<file path="src/rtl/prog_loader.sv">
// Program loader: accepts HDR/LEN/payload/CSUM frames, writes the payload into
// instruction RAM from address 0 and holds the cpu in reset until a good frame lands.
module prog_loader #(
  parameter int         ADDR_W  = 8,
  parameter int         MAX_LEN = 255,
  parameter logic [7:0] HDR     = 8'hA5
) (
  input  logic              clk,
  input  logic              reset_n,
  input  logic [7:0]        in_data,
  input  logic              in_valid,
  output logic              in_ready,
  output logic              mem_we,
  output logic [ADDR_W-1:0] mem_addr,
  output logic [7:0]        mem_wdata,
  output logic              cpu_reset,
  output logic              load_ok,
  output logic              load_err,
  output logic [7:0]        loaded_len
);

  typedef enum logic [2:0] {
    S_IDLE, S_LEN, S_DATA, S_CSUM, S_DONE, S_ERROR
  } state_t;

  localparam logic [8:0] MAX_LEN_W = 9'(MAX_LEN);

  state_t     state, state_next;
  logic [7:0] len, count, sum;
  logic       accept, len_bad;

  assign accept  = in_valid & in_ready;
  assign len_bad = (in_data == 8'd0) || ({1'b0, in_data} > MAX_LEN_W);

  always_ff @(posedge clk or negedge reset_n) begin
    if (!reset_n) state <= S_IDLE;
    else          state <= state_next;
  end

  // Only an accepted byte may move the FSM; a HDR inside DATA is ordinary payload.
  always_comb begin
    state_next = state;
    if (accept) begin
      unique case (state)
        S_IDLE:  if (in_data == HDR) state_next = S_LEN;
        S_LEN:   state_next = len_bad ? S_ERROR : S_DATA;
        S_DATA:  if (count == len - 8'd1) state_next = S_CSUM;
        S_CSUM:  state_next = (in_data == sum) ? S_DONE : S_ERROR;
        S_DONE,
        S_ERROR: if (in_data == HDR) state_next = S_LEN;
        default: state_next = S_IDLE;
      endcase
    end
  end

  always_ff @(posedge clk or negedge reset_n) begin
    if (!reset_n) begin
      in_ready   <= 1'b0;
      mem_we     <= 1'b0;
      mem_addr   <= '0;
      mem_wdata  <= 8'd0;
      cpu_reset  <= 1'b1;
      load_ok    <= 1'b0;
      load_err   <= 1'b0;
      loaded_len <= 8'd0;
      len        <= 8'd0;
      count      <= 8'd0;
      sum        <= 8'd0;
    end else begin
      in_ready <= 1'b1;
      mem_we   <= 1'b0;
      if (accept && state == S_LEN && !len_bad) begin
        len   <= in_data;
        count <= 8'd0;
        sum   <= 8'd0;
      end
      if (accept && state == S_DATA) begin
        mem_we    <= 1'b1;
        mem_addr  <= ADDR_W'(count);
        mem_wdata <= in_data;
        sum       <= sum + in_data;
        count     <= count + 8'd1;
      end
      // Status flags and cpu reset change only on entry to LEN, DONE or ERROR.
      if (state_next != state) begin
        unique case (state_next)
          S_LEN: begin
            load_ok   <= 1'b0;
            load_err  <= 1'b0;
            cpu_reset <= 1'b1;
          end
          S_DONE: begin
            load_ok    <= 1'b1;
            load_err   <= 1'b0;
            loaded_len <= len;
            cpu_reset  <= 1'b0;
          end
          S_ERROR: begin
            load_ok   <= 1'b0;
            load_err  <= 1'b1;
            cpu_reset <= 1'b1;
          end
          default: ;
        endcase
      end
    end
  end

endmodule

</file>
<file path="config.mk">
export PLATFORM = sky130hd
export DESIGN_NAME = prog_loader
export DESIGN_NICKNAME = d
export VERILOG_FILES = /design/src/rtl/prog_loader.sv
export SDC_FILE = /design/constraint.sdc
export NUM_CORES = 1
export LEC_CHECK = 0
export ABC_AREA = 1
export CAP_MARGIN = 20
export CORE_MARGIN = 3
export CORE_UTILIZATION = 59
export DETAILED_ROUTE_END_ITERATION = 10
export GPL_TIMING_DRIVEN = 0
export PLACE_DENSITY = 0.91
export RECOVER_POWER = 25
export SYNTH_ARGS = -nofsm -noshare
export SYNTH_HDL_FRONTEND = slang
export SYNTH_SLANG_ARGS = --single-unit
</file>
<file path="constraint.sdc">
create_clock -name clk -period 5.2 [get_ports clk]
set_input_delay 1.04 -clock clk [delete_from_list [all_inputs] [get_ports clk]]
set_output_delay 1.04 -clock clk [all_outputs]
set_load 0.02 [all_outputs]
</file>
==> impl_metrics.ini, run 1 <==
[status]
status = finished, violations left
violations = capacitance limit, slew limit

[timing]
skew_ns = 0.00395
fin_crit_ns = 3.21
slew_headroom = -0.209
whs_ns = 0.477
fmax_mhz = 312
worst_pin_slew_ns = 1.81
finalSetupViolCount = 0
rsz0062_at_grt = false
post-route-period-util = 0.617
slew_violations = 35
hold_viol = 0
fin_tns_setup_ns = 0

[floorplanning]
die-area_um2 = 5930
initial_utilization = 0.621
placementRows = 25
die_h_um = 77
ioPinCount = 40
core_um2 = 4790
die_w_um = 77

[cells_and_area]
final_area_um2 = 3540
diodes = 0
area_delta_synth_final_pct = 18.9
final_layout_size_suffix_gt1_frac = 0.0651
nets = 450

[clocking]
cts_resized = 0
clockRootBuffer = clkbuf_8
cts_tree = yes
insertion_delay_ns = 0.31
numCtsBuffers = 5
clk_pin_slew_ns = 0.10
cts_hold_buf = 0
h-tree-depth = 2
cts_setup_buffers = 0
cts.path.max_buffers = 2
cts.sinks = 56

[critical_path]
cp.depth = 2
worst_setup_path_start_kind = input pin
rr_endpoint = loaded_len[0]
crit_end = len[5]
cp.required_ns = 5.29
rrSetupSlack_ns = 3.01
path_max_fanout = 34
crit_buf_inv = 2
crit_path_max_incr_delay_ns = 1.37
timing.rr.start = len[0]
worst-setup-path-type = in2async
crit_family = buffers and inverters
cp_common_cell = clkbuf_1
cp_slowest_cell = clkbuf_1
path_cells = clkbuf_1, clkbuf_1
end_kind = asynchronous set/reset pin
setup.worst_path.start = reset_n
worstPathArrival_ns = 3.30
r2r.worst_path.cells = 16

[hold_path]
worstHoldPathType = reg2reg

[flow_run]
drv_cap = 1

[yosys]
ys_warn_count = 0
syn_avg_cell_area_um2 = 7.79
synthDistinctLibCells = 34
seq_area_frac_synth = 0.472
ys_ff_latch = 56
synth_nets = 403
synth_area_um2 = 2970
synth_cells = 382

[pwr]
ir_drop_uv = 331
pwr_density_cell_nw_per_um2 = 562
p_leak_nw = 1.80

[global_route]
grt_antenna_before_repair = 0
grt_pass1_vias = 2605
grt.overflow.total = 0
grt_max_degree = 35
grt_use_total = 0.248
grt_pass1_wl_um = 11900

[routing]
wl_per_cell_um = 13.7
routed_wirelength_um = 6820
first_pass_iters = 5
drt_iter0_drc = 207
postRouteAntennaNets = 0
vias = 2704
drc = 0
detail_route.vias_per_cell = 5.44

[placed_design]
place_congestion = 0.850
portBuffers = 39
dpl.hpwl_um = 4980
post_dp_cell_area_um2 = 3460
logic make-up after synthesis:
logic type | synth area share
buffers and inverters | 0.0761
adders and majority gates | 0.0446
xor gates and xnor gates | 0.0118
and+or+nand+nor | 0.291
other | 0.00126
DFF | 0.472
AOI/OAI and AO/OA | 0.104
flip-flops by register name, summed over array words and instances, names as in the netlist:
signal	flops
in_ready	1
mem_wdata	8
loaded_len	8
cpu_reset	1
len	8
mem_we	1
load_err	1
mem_addr	8
load_ok	1
sum	8
count	8
state	3
synth_stat cells:
master,number,area [um^2]
dfrtp_1,55,1380
buf_6,2,22.5
buf_2,3,15.0
a32o_1,1,10.0
fa_1,1,20.0
nand4_1,11,68.8
nand3_2,1,10.0
nand2_1,117,439
o32ai_1,1,8.76
xor2_1,1,8.76
xnor2_1,3,26.3
nand2_2,4,25.0
dfstp_2,1,26.3
nand3b_1,2,15.0
a21oi_4,1,16.3
o21ai_0,31,155
clkbuf_1,4,15.0
o21ai_1,3,15.0
a21oi_1,13,65.1
o31ai_1,1,7.51
conb_1,1,3.75
nand3_4,1,17.5
inv_2,4,15.0
ha_1,9,113
nor2_4,1,11.3
nor3_1,4,20.0
a22o_1,2,17.5
inv_1,41,154
nor3_2,1,10.0
o21bai_1,1,7.51
nor2_1,38,143
clkbuf_2,1,5.00
nand3_1,21,105
o22ai_1,1,6.26
routing by layer:
metal  routed length, um  share of wire  vias to the layer above  global-route usage
met5                   0              0                        -                   0
met4                 110          0.016                        0              0.0694
met3                 393          0.058                       12              0.0364
met2                3360           0.49                      103               0.428
met1                2960           0.43                     1269               0.326
li1                    -              -                     1320                   -
per-stage QoR:
stage	util	std cells	setup slack (ns)	total power, mW
after floorplan	-	382	2.75	1.39
after global placement	0.721	488	1.41	1.70
after detailed placement	0.724	489	2.03	1.74
after CTS	0.743	497	2.34	1.99
after global routing	0.739	497	1.50	2.16
final	0.739	497	1.99	1.99
cell usage in the layout, fill, tap and decap left out, drive strengths merged:
cell type | netlist | final
nor2 | 39 | 39
inv | 45 | 46
fa | 1 | 1
dfrtp | 55 | 55
nor3 | 5 | 5
nand3 | 23 | 23
clkinv | 0 | 2
clkbuf | 5 | 12
o31ai | 1 | 1
xnor2 | 3 | 3
o22ai | 1 | 1
ha | 9 | 9
a22o | 2 | 2
o32ai | 1 | 1
a21oi | 14 | 14
nand2 | 121 | 121
nand4 | 11 | 11
clkdlybuf4s50 | 0 | 38
o21ai | 34 | 34
xor2 | 1 | 1
dfstp | 1 | 1
o21bai | 1 | 1
nand3b | 2 | 2
buf | 5 | 5
a32o | 1 | 1
conb | 1 | 1
how the worst min path moves through the flow:
stage                              from             to  slack (ns)  cells past startpoint
final                     loaded_len[6]  loaded_len[6]        0.48                      2
after detailed placement  loaded_len[3]  loaded_len[3]        0.46                      2
after CTS                 loaded_len[6]  loaded_len[6]        0.48                      2
after global placement    loaded_len[1]  loaded_len[1]        0.45                      2
after floorplan                  sum[4]         sum[4]        0.46                      2
after global routing            load_ok        load_ok        0.51                      2
layout make-up:
cell class                      count  area, um^2
Buffer                             10        57.6
Clock buffer                        5        68.8
Clock inverter                      3        22.5
Fill cell                         378        1250
Inverter                           45         169
Multi-Input combinational cell    271        1350
Sequential cell                    56        1400
Tap cell                           67        83.8
Timing Repair Buffer               40         388
power breakdown:
part | total [mW] | internal [mW] | switching, mW
Sequential | 0.753 | 0.607 | 0.146
Combinational | 0.991 | 0.413 | 0.578
Clock | 0.245 | 0.0969 | 0.148
Total | 1.99 | 1.12 | 0.872
Power figures use the tool's default switching activity.
==> inputs of run 2 (changes only) <==
--- a/config.mk
+++ b/config.mk
@@ -8,10 +8,10 @@
 export ABC_AREA = 1
 export CAP_MARGIN = 20
 export CORE_MARGIN = 3
-export CORE_UTILIZATION = 59
+export CORE_UTILIZATION = 50
 export DETAILED_ROUTE_END_ITERATION = 10
 export GPL_TIMING_DRIVEN = 0
-export PLACE_DENSITY = 0.91
+export PLACE_DENSITY = 0.83
 export RECOVER_POWER = 25
 export SYNTH_ARGS = -nofsm -noshare
 export SYNTH_HDL_FRONTEND = slang
==> constraint.sdc (replaced) <==
create_clock -name clk -period 2.94 [get_ports clk]
set_input_delay 0.588 -clock clk [delete_from_list [all_inputs] [get_ports clk]]
set_output_delay 0.588 -clock clk [all_outputs]
set_load 0.02 [all_outputs]
==> run 2 against run 1 <==
Effect of this change: sequential share of layout area down 0.36 points; via count about the same; setup slack worse by 1.5 ns; the flow now finishes without violations; utilization fell by 11 points; global-route usage down 4.4 points; hold slack better by 0.0021 ns.
==> impl_metrics.ini, run 2 (synthesized netlist as in run 1, its figures left out) <==
[critical_path]
end_kind = register
worst_setup_path_start_kind = input pin
path_max_fanout = 10
worst-setup-path-type = in2reg
cp.required_ns = 3.15
worstPathArrival_ns = 2.63

[floorplanning]
initial_utilization = 0.527
core_um2 = 5640
die-area_um2 = 6910
placementRows = 27
die_w_um = 83.1
die_h_um = 83.1
ioPinCount = 40

[timing]
finalSetupViolCount = 0
hold_viol = 0
slew_headroom = 0.178
slew_violations = 0
skew_ns = 0.0126
whs_ns = 0.479
fin_crit_ns = 2.42
worst_pin_slew_ns = 1.23
post-route-period-util = 0.823
fin_tns_setup_ns = 0
fmax_mhz = 413
rsz0062_at_grt = false

[pwr]
p_seq_frac = 0.373
p_sw_mw = 1.54
comb_power_share = 0.483
internal_power_mw = 2.06
p_leak_nw = 1.81
total_power_mw = 3.60
pwr_density_cell_nw_per_um2 = 1010
pwr-share-clk = 0.144
switching_share = 0.428
ir_drop_uv = 615

[clocking]
clk_pin_slew_ns = 0.09
cts_resized = 0
cts.path.max_buffers = 2
cts_tree = yes
insertion_delay_ns = 0.32
cts_hold_buf = 0
numCtsBuffers = 5
cts.sinks = 56
clockRootBuffer = clkbuf_8
h-tree-depth = 2
cts_setup_buffers = 0

[global_route]
use_met1 = 0.266
grt_use_total = 0.204
grt_max_degree = 36
grt_antenna_before_repair = 0
grtUsageMet3 = 0.0337
grt.busiest_layer = met2
grt_pass1_vias = 2526
grt_use_met2 = 0.351
grt_pass1_wl_um = 11700
grt.overflow.total = 0

[cells_and_area]
nets = 450
area_delta_synth_final_pct = 20.0
fill_cells = 464
multiInputGateArea_um2 = 1350
regArea_um2 = 1400
post-route-util = 0.633
final_layout_size_suffix_gt1_frac = 0.0674
diodes = 0
most-common-layout-cells = nand2_1 (117), dfrtp_1 (55), inv_1 (41), nor2_1 (38), clkdlybuf4s50_1 (38)
final_common_cell = nand2_1

[routing]
first_pass_iters = 5
detail_route.vias_per_cell = 5.39
routed_wirelength_um = 6860
vias = 2706
drt_iter0_drc = 188
postRouteAntennaNets = 0
wl_per_cell_um = 13.7
drc = 0

[hold_path]
worstHoldPathType = reg2reg

[status]
status = finished clean

[placed_design]
dpl.hpwl_um = 5130
portBuffers = 39
place_congestion = 0.842

[flow_run]
drv_cap = 0
## run 2: worst paths after layout
path | startpoint | end | cells past startpoint | slack, ns
worst max register to register | len[0] | load_err | 17 | 0.68
worst max-delay path | in_data[2] | loaded_len[1] | 13 | 0.52
worst min-delay path | loaded_len[5] | loaded_len[5] | 2 | 0.48
min in group asynchronous | reset_n | count[0] | 1 | 0.50
max in group asynchronous | reset_n | load_ok | 2 | 0.97
worst min register to register | loaded_len[5] | loaded_len[5] | 2 | 0.48
## run 2: worst max-delay path, stage by stage
cell and delay [ns]:
clkdlybuf4s50_1 0.45, ha_1 0.37, nor2_1 0.13, nand2_1 0.07, nor2_1 0.14, a21oi_1 0.09, nor2_1 0.14, nand3_1 0.12
nand2_1 0.11, buf_6 0.15, nand3_4 0.12, nand2_1 0.09, nand2_1 0.05
## run 2: power groups by stage
stage	clock (mW)	sequential (mW)	combinational, mW
2_1_floorplan	0	1.49	0.971
3_3_place_gp	0	1.33	1.68
3_5_place_dp	0	1.34	1.74
4_1_cts	0.529	1.33	1.75
5_1_grt	0.556	1.38	1.95
6_report	0.518	1.34	1.74
## run 2: layer usage
layer / routed length (um) / up-vias
met4: 118 / 0
met2: 3270 / 101
li1: - / 1327
met3: 395 / 16
met5: 0 / -
met1: 3070 / 1262
## run 2: through the flow
stage	area [um^2]	setup slack, ns	cells
after floorplan	2970	0.938	382
after global placement	3450	-0.463	493
after detailed placement	3470	0.199	494
after CTS	3590	0.523	502
after global routing	3570	0.325	502
final	3570	0.520	502
## run 2: cell type report
type / count / share of cell area
plain buffers: 10 / 0.0161
clock buffers: 5 / 0.0193
clock inverters: 3 / 0.0133
inverters: 45 / 0.0473
multi-input cells: 271 / 0.377
flip-flops and latches: 56 / 0.393
well taps: 72 / 0.0252
repair buffers: 40 / 0.109
==> inputs of run 3 (changes only) <==
==> constraint.sdc (replaced) <==
create_clock -name clk -period 2.15 [get_ports clk]
set_input_delay 0.43 -clock clk [delete_from_list [all_inputs] [get_ports clk]]
set_output_delay 0.43 -clock clk [all_outputs]
set_load 0.02 [all_outputs]
==> run 3 against run 2 <==
Effect of this change: setup slack got worse by 0.42 ns; global-route usage up 0.36 points; highest routed layer unchanged; largest power group unchanged; clock-buffer cell count unchanged; largest cell class is now multi-input combinational cells; flip-flop and latch count is the same; sequential share of layout area decreased by 2.7 points; wire length up 9.1%; total power up 48%.
==> impl_metrics.ini, run 3 (synthesized netlist as in run 1, its figures left out) <==
[pwr]
ir_drop_uv = 837
p_leak_nw = 1.92
pwr_density_cell_nw_per_um2 = 1390
total_power_mw = 5.32

[status]
status = finished clean

[timing]
slew_headroom = 0.132
slew_violations = 0
finalSetupViolCount = 0
post-route-period-util = 0.952
rsz0062_at_grt = true
fmax_mhz = 489
worst_pin_slew_ns = 1.30
skew_ns = 0.0111
fin_crit_ns = 2.05
hold_viol = 0

[floorplanning]
die_w_um = 83.1
core_um2 = 5640
placementRows = 27
die_h_um = 83.1
die-area_um2 = 6910
initial_utilization = 0.527
ioPinCount = 40

[global_route]
grt_max_degree = 36
grt_antenna_before_repair = 0
grt_pass1_wl_um = 11900
grt_pass1_vias = 2548
grt_use_total = 0.207
grt.overflow.total = 0

[clocking]
h-tree-depth = 2
numCtsBuffers = 5
cts.path.max_buffers = 2
clk_pin_slew_ns = 0.11
clockRootBuffer = clkbuf_8
cts.sinks = 56
insertion_delay_ns = 0.32
cts_tree = yes
cts_hold_buf = 0

[critical_path]
cp.required_ns = 2.36
cp_slowest_cell = clkdlybuf4s50_1
worst-setup-path-type = in2reg
end_kind = register
path_max_fanout = 5
path_cells = clkdlybuf4s50_1, inv_2, nand4_1, nor2_2, nand2_1, nand3_1, nand2_2, nand2_2, nor2_1, nor2_2, nand2_4, buf_6, nand3_1, nand2_1
crit_path_max_incr_delay_ns = 0.45
worst_setup_path_start_kind = input pin
worstPathArrival_ns = 2.25

[placed_design]
portBuffers = 39
dpl.hpwl_um = 5130
place_congestion = 0.842
placedCellCount = 494

[routing]
wl_per_cell_um = 14.6
routed_wirelength_um = 7480
postRouteAntennaNets = 0
drt_iter0_drc = 199
first_pass_iters = 4
detail_route.vias_per_cell = 5.39
drc = 0
vias = 2769

[flow_run]
drv_cap = 0

[cells_and_area]
layout.cells.non_filler = 514
area_delta_synth_final_pct = 29.0
final_layout_size_suffix_gt1_frac = 0.143
most-common-layout-cells = nand2_1 (115), dfrtp_1 (53), inv_1 (35), nor2_1 (35), clkdlybuf4s50_1 (31)
final_common_cell = nand2_1
fill_cells = 433
diodes = 0
post-route-util = 0.680
nets = 462

[hold_path]
worstHoldPathType = in2async
-- run 3: cell count changes in the layout (fill, tap and decap cells not counted), moves of 5 or more --
cell             change
dlymetal6s2s_1       +5
inv_2                +5
ha_4                 +7
inv_1                -6
buf_4                +9
ha_1                 -8
clkdlybuf4s50_1      -7
-- run 3: power breakdown --
group	leakage (nW)	total [mW]	switching (mW)	internal, mW
logic	1.13	2.76	1.53	1.23
clock network	0.0583	0.710	0.358	0.351
registers	0.726	1.84	0.373	1.47
total	1.92	5.32	2.26	3.06
-- run 3: per-layer routing --
layer | wire, um | GRT usage | share of wire
met1 | 3200 | 0.273 | 0.43
met5 | 0 | 0 | 0
met4 | 157 | 0.0624 | 0.021
met3 | 456 | 0.0337 | 0.061
met2 | 3670 | 0.351 | 0.49
-- run 3: worst max-delay path: cells and delay by family --
| family | cells | cell delay, ns |
|---|---|---|
| buf+inv | 3 | 0.71 |
| simple gates | 11 | 1.10 |
-- run 3: metrics by stage --
step / TNS, ns / area (um^2) / worst slack, ns / hold WS, ns
after detailed placement: -6.33 / 3470 / -0.433 / 0.444
after global placement: -65.86 / 3450 / -1.09 / 0.454
after CTS: 0 / 3620 / 0.000692 / 0.0975
after floorplan: 0 / 2970 / 0.275 / 0.134
after global routing: -0.266 / 3840 / -0.0382 / 0.449
final: 0 / 3840 / 0.104 / 0.377
-- run 3: layout make-up --
class / count / area (um^2) / area share
clock buffers: 5 / 68.8 / 0.0179
flip-flops and latches: 56 / 1410 / 0.366
plain buffers: 10 / 61.3 / 0.0160
multi-input cells: 272 / 1470 / 0.384
well taps: 72 / 90.1 / 0.0235
clock inverters: 3 / 47.5 / 0.0124
inverters: 45 / 171 / 0.0447
repair buffers: 51 / 518 / 0.135
-- run 3: path summary, 6_finish.rpt --
kind	startpoint	slack [ns]	cells past startpoint	to
hold / removal	reset_n	0.38	1	count[0]
min in group clk	loaded_len[6]	0.48	2	loaded_len[6]
hold reg to reg	loaded_len[6]	0.48	2	loaded_len[6]
max in group asynchronous	reset_n	0.91	2	cpu_reset
setup / recovery	in_data[7]	0.10	14	load_err
setup reg to reg	len[0]	0.11	17	load_err
-- run 3: timing repair --
action / in CTS / in global routing
gates resized for setup: 8 / 30
buffers inserted: 0 / 9
setup endpoints to repair: 11 / 15
hold endpoints to repair: 0 / 0
cloned: 0 / 3
pin swaps: 4 / 17
